<file path="src/rtl/rf_pkg.sv">
// Shared constants and types for the mini-CPU register file, decode stage and ALU.
package rf_pkg;

    localparam int RF_DATA_W = 8;
    localparam int RF_DEPTH  = 8;

    function automatic int rf_addr_w(input int depth);
        return $clog2(depth);
    endfunction

    typedef logic [RF_DATA_W-1:0]        rf_data_t;
    typedef logic [$clog2(RF_DEPTH)-1:0] rf_addr_t;

endpackage

</file>
<file path="src/rtl/rf_scoreboard.sv">
// Per-register busy scoreboard: one reserve (set) port, NW completion (clear) ports.
module rf_scoreboard
    import rf_pkg::*;
#(
    parameter int DEPTH    = RF_DEPTH,
    parameter int NW       = 2,
    parameter int ZERO_REG = 0,
    parameter int ADDR_W   = rf_addr_w(DEPTH)
) (
    input  logic                 clk,
    input  logic                 areset_n,
    input  logic [NW-1:0]        clr_en,
    input  logic [NW*ADDR_W-1:0] clr_addr,
    input  logic                 set_en,
    input  logic [ADDR_W-1:0]    set_addr,
    output logic [DEPTH-1:0]     busy_nxt,
    output logic [DEPTH-1:0]     busy_vec
);

    // Set is applied after the clears so a new producer wins over a completing one.
    always_comb begin
        busy_nxt = busy_vec;
        for (int k = 0; k < NW; k++) begin
            if (clr_en[k]) busy_nxt[clr_addr[k*ADDR_W +: ADDR_W]] = 1'b0;
        end
        if (set_en) busy_nxt[set_addr] = 1'b1;
        if (ZERO_REG != 0) busy_nxt[0] = 1'b0;
    end

    always_ff @(posedge clk or negedge areset_n) begin
        if (!areset_n) busy_vec <= '0;
        else           busy_vec <= busy_nxt;
    end

endmodule

</file>
<file path="src/rtl/regfile_mp.sv">
// Parametrised multi-port register file with registered reads, optional bypass,
// optional hardwired zero register and a busy scoreboard.
module regfile_mp
    import rf_pkg::*;
#(
    parameter int DATA_W   = RF_DATA_W,
    parameter int DEPTH    = RF_DEPTH,
    parameter int NR       = 2,
    parameter int NW       = 2,
    parameter int ZERO_REG = 0,
    parameter int BYPASS   = 1,
    parameter int ADDR_W   = rf_addr_w(DEPTH)
) (
    input  logic                 clk,
    input  logic                 areset_n,
    input  logic [NW-1:0]        we,
    input  logic [NW*ADDR_W-1:0] waddr,
    input  logic [NW*DATA_W-1:0] wdata,
    input  logic [NR-1:0]        re,
    input  logic [NR*ADDR_W-1:0] raddr,
    output logic [NR*DATA_W-1:0] rdata,
    output logic [NR-1:0]        rbusy,
    input  logic                 rsv_en,
    input  logic [ADDR_W-1:0]    rsv_addr,
    output logic [DEPTH-1:0]     busy_vec
);

    logic [DATA_W-1:0] mem [DEPTH];
    logic [DEPTH-1:0]  busy_nxt;
    logic [ADDR_W-1:0] ra     [NR];
    logic [DATA_W-1:0] rd_nxt [NR];
    logic [NR-1:0]     rb_nxt;

    rf_scoreboard #(
        .DEPTH    (DEPTH),
        .NW       (NW),
        .ZERO_REG (ZERO_REG),
        .ADDR_W   (ADDR_W)
    ) u_scoreboard (
        .clk      (clk),
        .areset_n (areset_n),
        .clr_en   (we),
        .clr_addr (waddr),
        .set_en   (rsv_en),
        .set_addr (rsv_addr),
        .busy_nxt (busy_nxt),
        .busy_vec (busy_vec)
    );

    // Later write ports are assigned last, so the higher index wins a collision.
    always_ff @(posedge clk or negedge areset_n) begin
        if (!areset_n) begin
            for (int i = 0; i < DEPTH; i++) mem[i] <= '0;
        end else begin
            for (int k = 0; k < NW; k++) begin
                if (we[k] && !(ZERO_REG != 0 && waddr[k*ADDR_W +: ADDR_W] == '0))
                    mem[waddr[k*ADDR_W +: ADDR_W]] <= wdata[k*DATA_W +: DATA_W];
            end
        end
    end

    always_comb begin
        rb_nxt = '0;
        for (int j = 0; j < NR; j++) begin
            ra[j]     = raddr[j*ADDR_W +: ADDR_W];
            rd_nxt[j] = mem[ra[j]];
            if (BYPASS != 0) begin
                for (int k = 0; k < NW; k++) begin
                    if (we[k] && waddr[k*ADDR_W +: ADDR_W] == ra[j])
                        rd_nxt[j] = wdata[k*DATA_W +: DATA_W];
                end
                rb_nxt[j] = busy_nxt[ra[j]];
            end else begin
                rb_nxt[j] = busy_vec[ra[j]];
            end
            if (ZERO_REG != 0 && ra[j] == '0) begin
                rd_nxt[j] = '0;
                rb_nxt[j] = 1'b0;
            end
        end
    end

    always_ff @(posedge clk or negedge areset_n) begin
        if (!areset_n) begin
            rdata <= '0;
            rbusy <= '0;
        end else begin
            for (int j = 0; j < NR; j++) begin
                if (re[j]) begin
                    rdata[j*DATA_W +: DATA_W] <= rd_nxt[j];
                    rbusy[j]                  <= rb_nxt[j];
                end
            end
        end
    end

endmodule

</file>
<file path="config.mk">
export PLATFORM = sky130hd
export DESIGN_NAME = regfile_mp
export DESIGN_NICKNAME = d
export VERILOG_FILES = /design/src/rtl/rf_pkg.sv /design/src/rtl/rf_scoreboard.sv /design/src/rtl/regfile_mp.sv
export SDC_FILE = /design/constraint.sdc
export NUM_CORES = 1
export LEC_CHECK = 0
export CAP_MARGIN = 10
export CORE_AREA = 2 2 123 125
export CTS_CLUSTER_SIZE = 10
export DETAILED_ROUTE_END_ITERATION = 8
export DIE_AREA = 0 0 125 127
export SLEW_MARGIN = 20
export SYNTH_ARGS = -nofsm -noshare
export SYNTH_HDL_FRONTEND = slang
export SYNTH_SLANG_ARGS = --single-unit
</file>
<file path="constraint.sdc">
create_clock -name clk -period 3.5 [get_ports clk]
set_clock_uncertainty 0.1 [all_clocks]
set_input_delay 0.7 -clock clk [delete_from_list [all_inputs] [get_ports clk]]
set_output_delay 0.7 -clock clk [all_outputs]
set_load 0.1 [all_outputs]
</file>
Word level (Yosys, flattened, before mapping)
Index checks and enable logic that the tools add are counted.

Magnitude comparators: 14. Equality and inequality tests: 4. Mux-type cells: 31. Bitwise gates (word level): 9. Reductions and logical operators: 9.

Operator list (count): $bwmux W64 (2); $mux W64 (2); $mux W8 (13); $bmux W8 S3 (2); $demux W8 S3 (2); $lt A3 B4 Y1 const B (5); $and A8 B8 Y8 (2); $ge A4 B4 Y1 const B (4); $not A3 Y4 (4); $not A8 Y8 (2); $eq A3 B3 Y1 (4); $demux W1 S3 (3); $ge A3 B1 Y1 const B (3); $logic_and A1 B1 Y1 (9); $lt A4 B1 Y1 const B (2); $or A8 B8 Y8 (1); $bmux W1 S3 (2); $mux W1 (5).

Flip-flop bits (word level): 90. Logic and storage cells: 80.

Longest topological paths before layout
Depth after elaboration: 13. Depth in mapped cells: 8.

By module
A second synthesis with hierarchy kept.

Cells, all modules: 525. Area total of the unflattened synthesis: 5811.8 sq um.

Modules (own cells, without submodules): regfile_mp (instances 1, cells an instance 487, area an instance 5343.9 sq um); rf_scoreboard (instances 1, cells an instance 38, area an instance 467.9 sq um).

Least setup slack after synthesis
Ideal clock, no wire load.

Path kind: input-to-reg. Start: in waddr[2]. End: reg rbusy[1]. Setup time: 140 ps. Data arrival time: 2175 ps. Required time: 3260 ps. Path slack: 1085 ps. Cell stages on the path: 7. Cell sequence: buf_4 -> or4b_1 -> buf_6 -> a32oi_2 -> a21oi_1 -> a311oi_1 -> o32ai_1.

Longest elaborated chain between the ends: 13. Elaborated cells between the ends (all ways): 14.

Ends and longest elaborated chain: start, declared (line regfile_mp.sv:17) `input logic [NW*ADDR_W-1:0] waddr,`; $lt A3 B4 Y1 (not written as such) / $ge A3 B1 Y1 (equally long branches) (line rf_scoreboard.sv:24) `if (clr_en[k]) busy_nxt[clr_addr[k*ADDR_W +: ADDR_W]] = 1'b0;`; $logic_and A1 B1 Y1 (not written as such) (line rf_scoreboard.sv:24); $mux W1 (not written as such) (line rf_scoreboard.sv:24); $demux W1 S3 *; $not A8 Y8 (no source line) *; $and A8 B8 Y8 (no source line) *; $mux W8 * (line rf_scoreboard.sv:24); $and A8 B8 Y8 (no source line); $mux W8 * (line rf_scoreboard.sv:24); $or A8 B8 Y8 (no source line); $mux W8 * (line rf_scoreboard.sv:26) `if (set_en) busy_nxt[set_addr] = 1'b1;`; $bmux W1 S3 * (line regfile_mp.sv:72) `rb_nxt[j] = busy_nxt[ra[j]];`; $mux W1 (not written as such) * (line regfile_mp.sv:72); end signal, assigned by index (line regfile_mp.sv:91) `rbusy[j] <= rb_nxt[j];`; end, declared (line regfile_mp.sv:22) `output logic [NR-1:0] rbusy,`.

Every way passes the cells marked *; elsewhere a longest branch is shown, timed or not. The select of a mux whose other input is x is not followed. A chain may end at the register's enable or synchronous reset.

Worst setup path after layout
Start: reg rdata[8]. End: out rdata[8].

RTL lines: start, declared (line regfile_mp.sv:21) `output logic [NR*DATA_W-1:0] rdata,`; start signal, assigned by index (line regfile_mp.sv:90) `rdata[j*DATA_W +: DATA_W] <= rd_nxt[j];`.

No word-level cell between the ends.

==> results.md <==
* Routed WL at 17950 µm
* DP HPWL at 11930 µm
* Initial antenna violation count at 0
* Setup crit start: rdata[8]$_DFFE_PN0P_
* CP endpoint kind: primary output
* Area post-placement at 0.006471 mm²
* Net Count, Synth at 606
* GPL Wtd Cong at 0.8462
* Vias in the first global route at ~4600
* Initial core utilization at 0.3937
* First-pass GRT wire length at 27630 µm
* FF-to-FF setup slack at 1.90 ns
* # diodes at 0
* Data required, critical path at 2.70 ns
* Die Width at 125 µm
* Number of synthesis warnings at 0
* Prevailing post-synth register cell: dfrtp_1
* CP max stage delay at about 1.1 ns
* Drt via density at 5.772
* Layout Utilization at 0.4696
* CTS tree: yes
* Cell Chain, Critical Path: clkdlybuf4s50_1
* Worst path bufs/invs at 1
* RSZ-0062 raised after global routing: false
* #FFs+latches synth at 90
* Clk Latency, worst-skew pair at 0.36 ns
* Post-CTS sizing at 0
* TritonRoute pass-1 iters at 5
* Synth async-reset ratio at 1.000
* Worst hold path type: primary input to asynchronous set/reset pin
* Synth Cell Area at 0.005679 mm²
* Setup Fix Bufs, Post-CTS at 0
* Top delay family on crit path: buffers and inverters
* Design Area, Final at 0.006774 mm²
* Core area at 0.01442 mm²
* Routed via count at between 4000 and 5000
* Avg Synthesized Cell Area at between 9 and 10 µm²
* Largest net degree at the start of global routing at 53
* Chip Height at 127 µm
* Crit path DAT at 1.86 ns
* Tcrit/Tclk final at 0.7594
* Root Driver: clkbuf_16
* Final nets at 651
* Hold buffer count at cts at 0
* Initial drt markers at 367
* I/O Buffers at 63
* Gate Count Post-Synth at 568
* Row count at 44
* Synthesis-to-finish area growth at 19.28%
* H-tree depth at 3
* Gr usage total at 0.2316
* Reg-to-reg endpoint: rdata[12]$_DFFE_PN0P_
* DRC viols at 0
* Reg2reg path depth at 5
* Worst rel slew slack at 0.3567
* # fillers at 1355
* Layout cells sized above 1 at 0.1796
* CTS buffer count at 9
* Maximum Capacitance Violations at 0
* I/O pin cnt at 64
* Worst Path Max Fanout at 2
* Final Max Slew Viols at 0
* Outcome: completed
* Achievable clock frequency at between 300 and 400 MHz
* Reg2reg start: mem[36]$_DFF_PN0_
* Clk slew on worst S/H paths at 0.07 ns
* Grt total ovfl at 0
* PwrDens at 576.9 mW/mm²
* Yosys cell types at 42
* Setup-failing EPs final at 0
* Fin crit period at 2.658 ns
* Seq/Total Area, Yosys at 0.3966
* # clock sinks at 90
* DIE AREA at 0.01588 mm²
* Lkg Pwr at 0.003056 µW
* Fin. Hold Viols at 0
* Worst vdd ir at 294.6 µV
* CP Class: flip-flop to primary output
* Worst setup SP type: flip-flop
* Worst-Margin Slew at 0.9619 ns
* Detail Route Antenna Nets at 0
* Wire per inst at 22.38 µm
* Clock buffer depth at 2
* Slowest CP cell: clkdlybuf4s50_1
* Post-synth EDFFs at 0
* Setup Total Neg Slack at 0 ns
-- sequential cells by signal, summed over array words and instances, names as in the netlist --
register,cells
rdata,16
u_scoreboard.busy_vec,8
mem,64
rbusy,2
-- cell usage in the layout (no fill, tap or decap), drive strengths merged --
master / synthesis / layout
dfrtp: 90 / 90
mux2i: 82 / 82
nand2: 72 / 72
buf: 38 / 60
nor2: 51 / 51
clkdlybuf4s50: 0 / 38
a21oi: 34 / 34
mux4: 32 / 32
o21ai: 32 / 32
a31oi: 17 / 17
o211ai: 16 / 16
inv: 12 / 14
xnor2: 12 / 12
clkbuf: 26 / 10
nand4: 8 / 8
nand4b: 6 / 6
nand3: 6 / 6
a32oi: 5 / 5
nand4bb: 4 / 4
nor2b: 3 / 3
and4: 3 / 3
nor3: 3 / 3
a311oi: 2 / 2
clkinvlp: 0 / 2
or4b: 2 / 2
and2: 1 / 1
and4bb: 1 / 1
nor4bb: 1 / 1
or4bb: 1 / 1
o31a: 1 / 1
nand2b: 1 / 1
nor3b: 1 / 1
and3: 1 / 1
o41ai: 1 / 1
o311ai: 1 / 1
o31ai: 1 / 1
o32ai: 1 / 1
clkinv: 0 / 1
bufinv: 0 / 1
-- synth_stat cells, types with 3 or more instances --
cell | number | area [µm²]
mux4_2 | 32 | 720.7
clkbuf_1 | 26 | 97.59
a31oi_1 | 17 | 106.4
nand4b_1 | 6 | 52.55
nand2_1 | 72 | 270.3
a21oi_1 | 34 | 170.2
nand4bb_1 | 4 | 45.04
nor3_1 | 3 | 15.01
nand4_1 | 8 | 50.05
and4_1 | 3 | 26.28
buf_2 | 23 | 115.1
xnor2_1 | 12 | 105.1
nand3_1 | 6 | 30.03
o21ai_0 | 26 | 130.1
mux2i_1 | 82 | 820.8
nor2b_1 | 3 | 18.77
inv_1 | 11 | 41.29
a32oi_1 | 4 | 35.03
dfrtp_1 | 90 | 2252
nor2_1 | 51 | 191.4
o21ai_1 | 6 | 30.03
o211ai_1 | 16 | 120.1
buf_1 | 12 | 45.04
-- worst max-delay path by stage --
stage                                       to  slack (ns)  cells after the start
after detailed placement  rbusy[1]$_DFFE_PN0P_        0.52                      6
after global routing                  rdata[8]        0.79                      1
after CTS                             rdata[8]        0.82                      1
after global placement    rbusy[1]$_DFFE_PN0P_        0.59                      6
after floorplan           rbusy[1]$_DFFE_PN0P_        1.09                      7
final                                 rdata[8]        0.84                      1
-- cells by family (layout without fill, tap and decap cells) --
family                 count (synthesis)  count (layout)  share of synthesized area
AO/OA/AOI/OAI                        111             111                     0.1176
flip-flops                            90              90                     0.3966
multiplexers                         114             114                     0.2714
XOR/XNOR                              12              12                    0.01851
buffers and inverters                 76             126                    0.05860
AND/OR/NAND/NOR                      165             165                     0.1373
-- per-layer routing --
metal | global-route usage | share of wire
met5 | 0 | 0
met3 | 0.03936 | 0.060
met1 | 0.3198 | 0.45
met2 | 0.3619 | 0.46
met4 | 0.1020 | 0.035
-- area by class of cell --
cell class	count	area, µm²	share of cell area
multi-input cells	402	3100	0.4577
clock inverters	6	73.82	0.01090
clock buffers	10	229.0	0.03380
well taps	184	230.2	0.03399
repair buffers	98	843.3	0.1245
flip-flops and latches	90	2252	0.3325
inverters	12	45.04	0.006649
-- metrics by stage --
step	hold WS [ns]	instances	total power [µW]	setup WS, ns
5_1_grt	0.3244	802	4085	0.7937
3_3_place_gp	0.3690	786	2866	0.5916
3_5_place_dp	0.3656	786	2906	0.5218
6_report	0.2804	802	3908	0.8420
4_1_cts	0.3037	802	3930	0.8210
2_1_floorplan	0.3044	568	2513	1.085
-- power by group --
part | internal, µW | total [µW] | leakage [µW] | switching, µW
combinational | 521 | 1430 | 0.00186 | 913
clock | 563 | 1020 | 0.000141 | 458
sequential | 1270 | 1450 | 0.00106 | 182
Note: power is estimated with default switching activity, not from simulation.
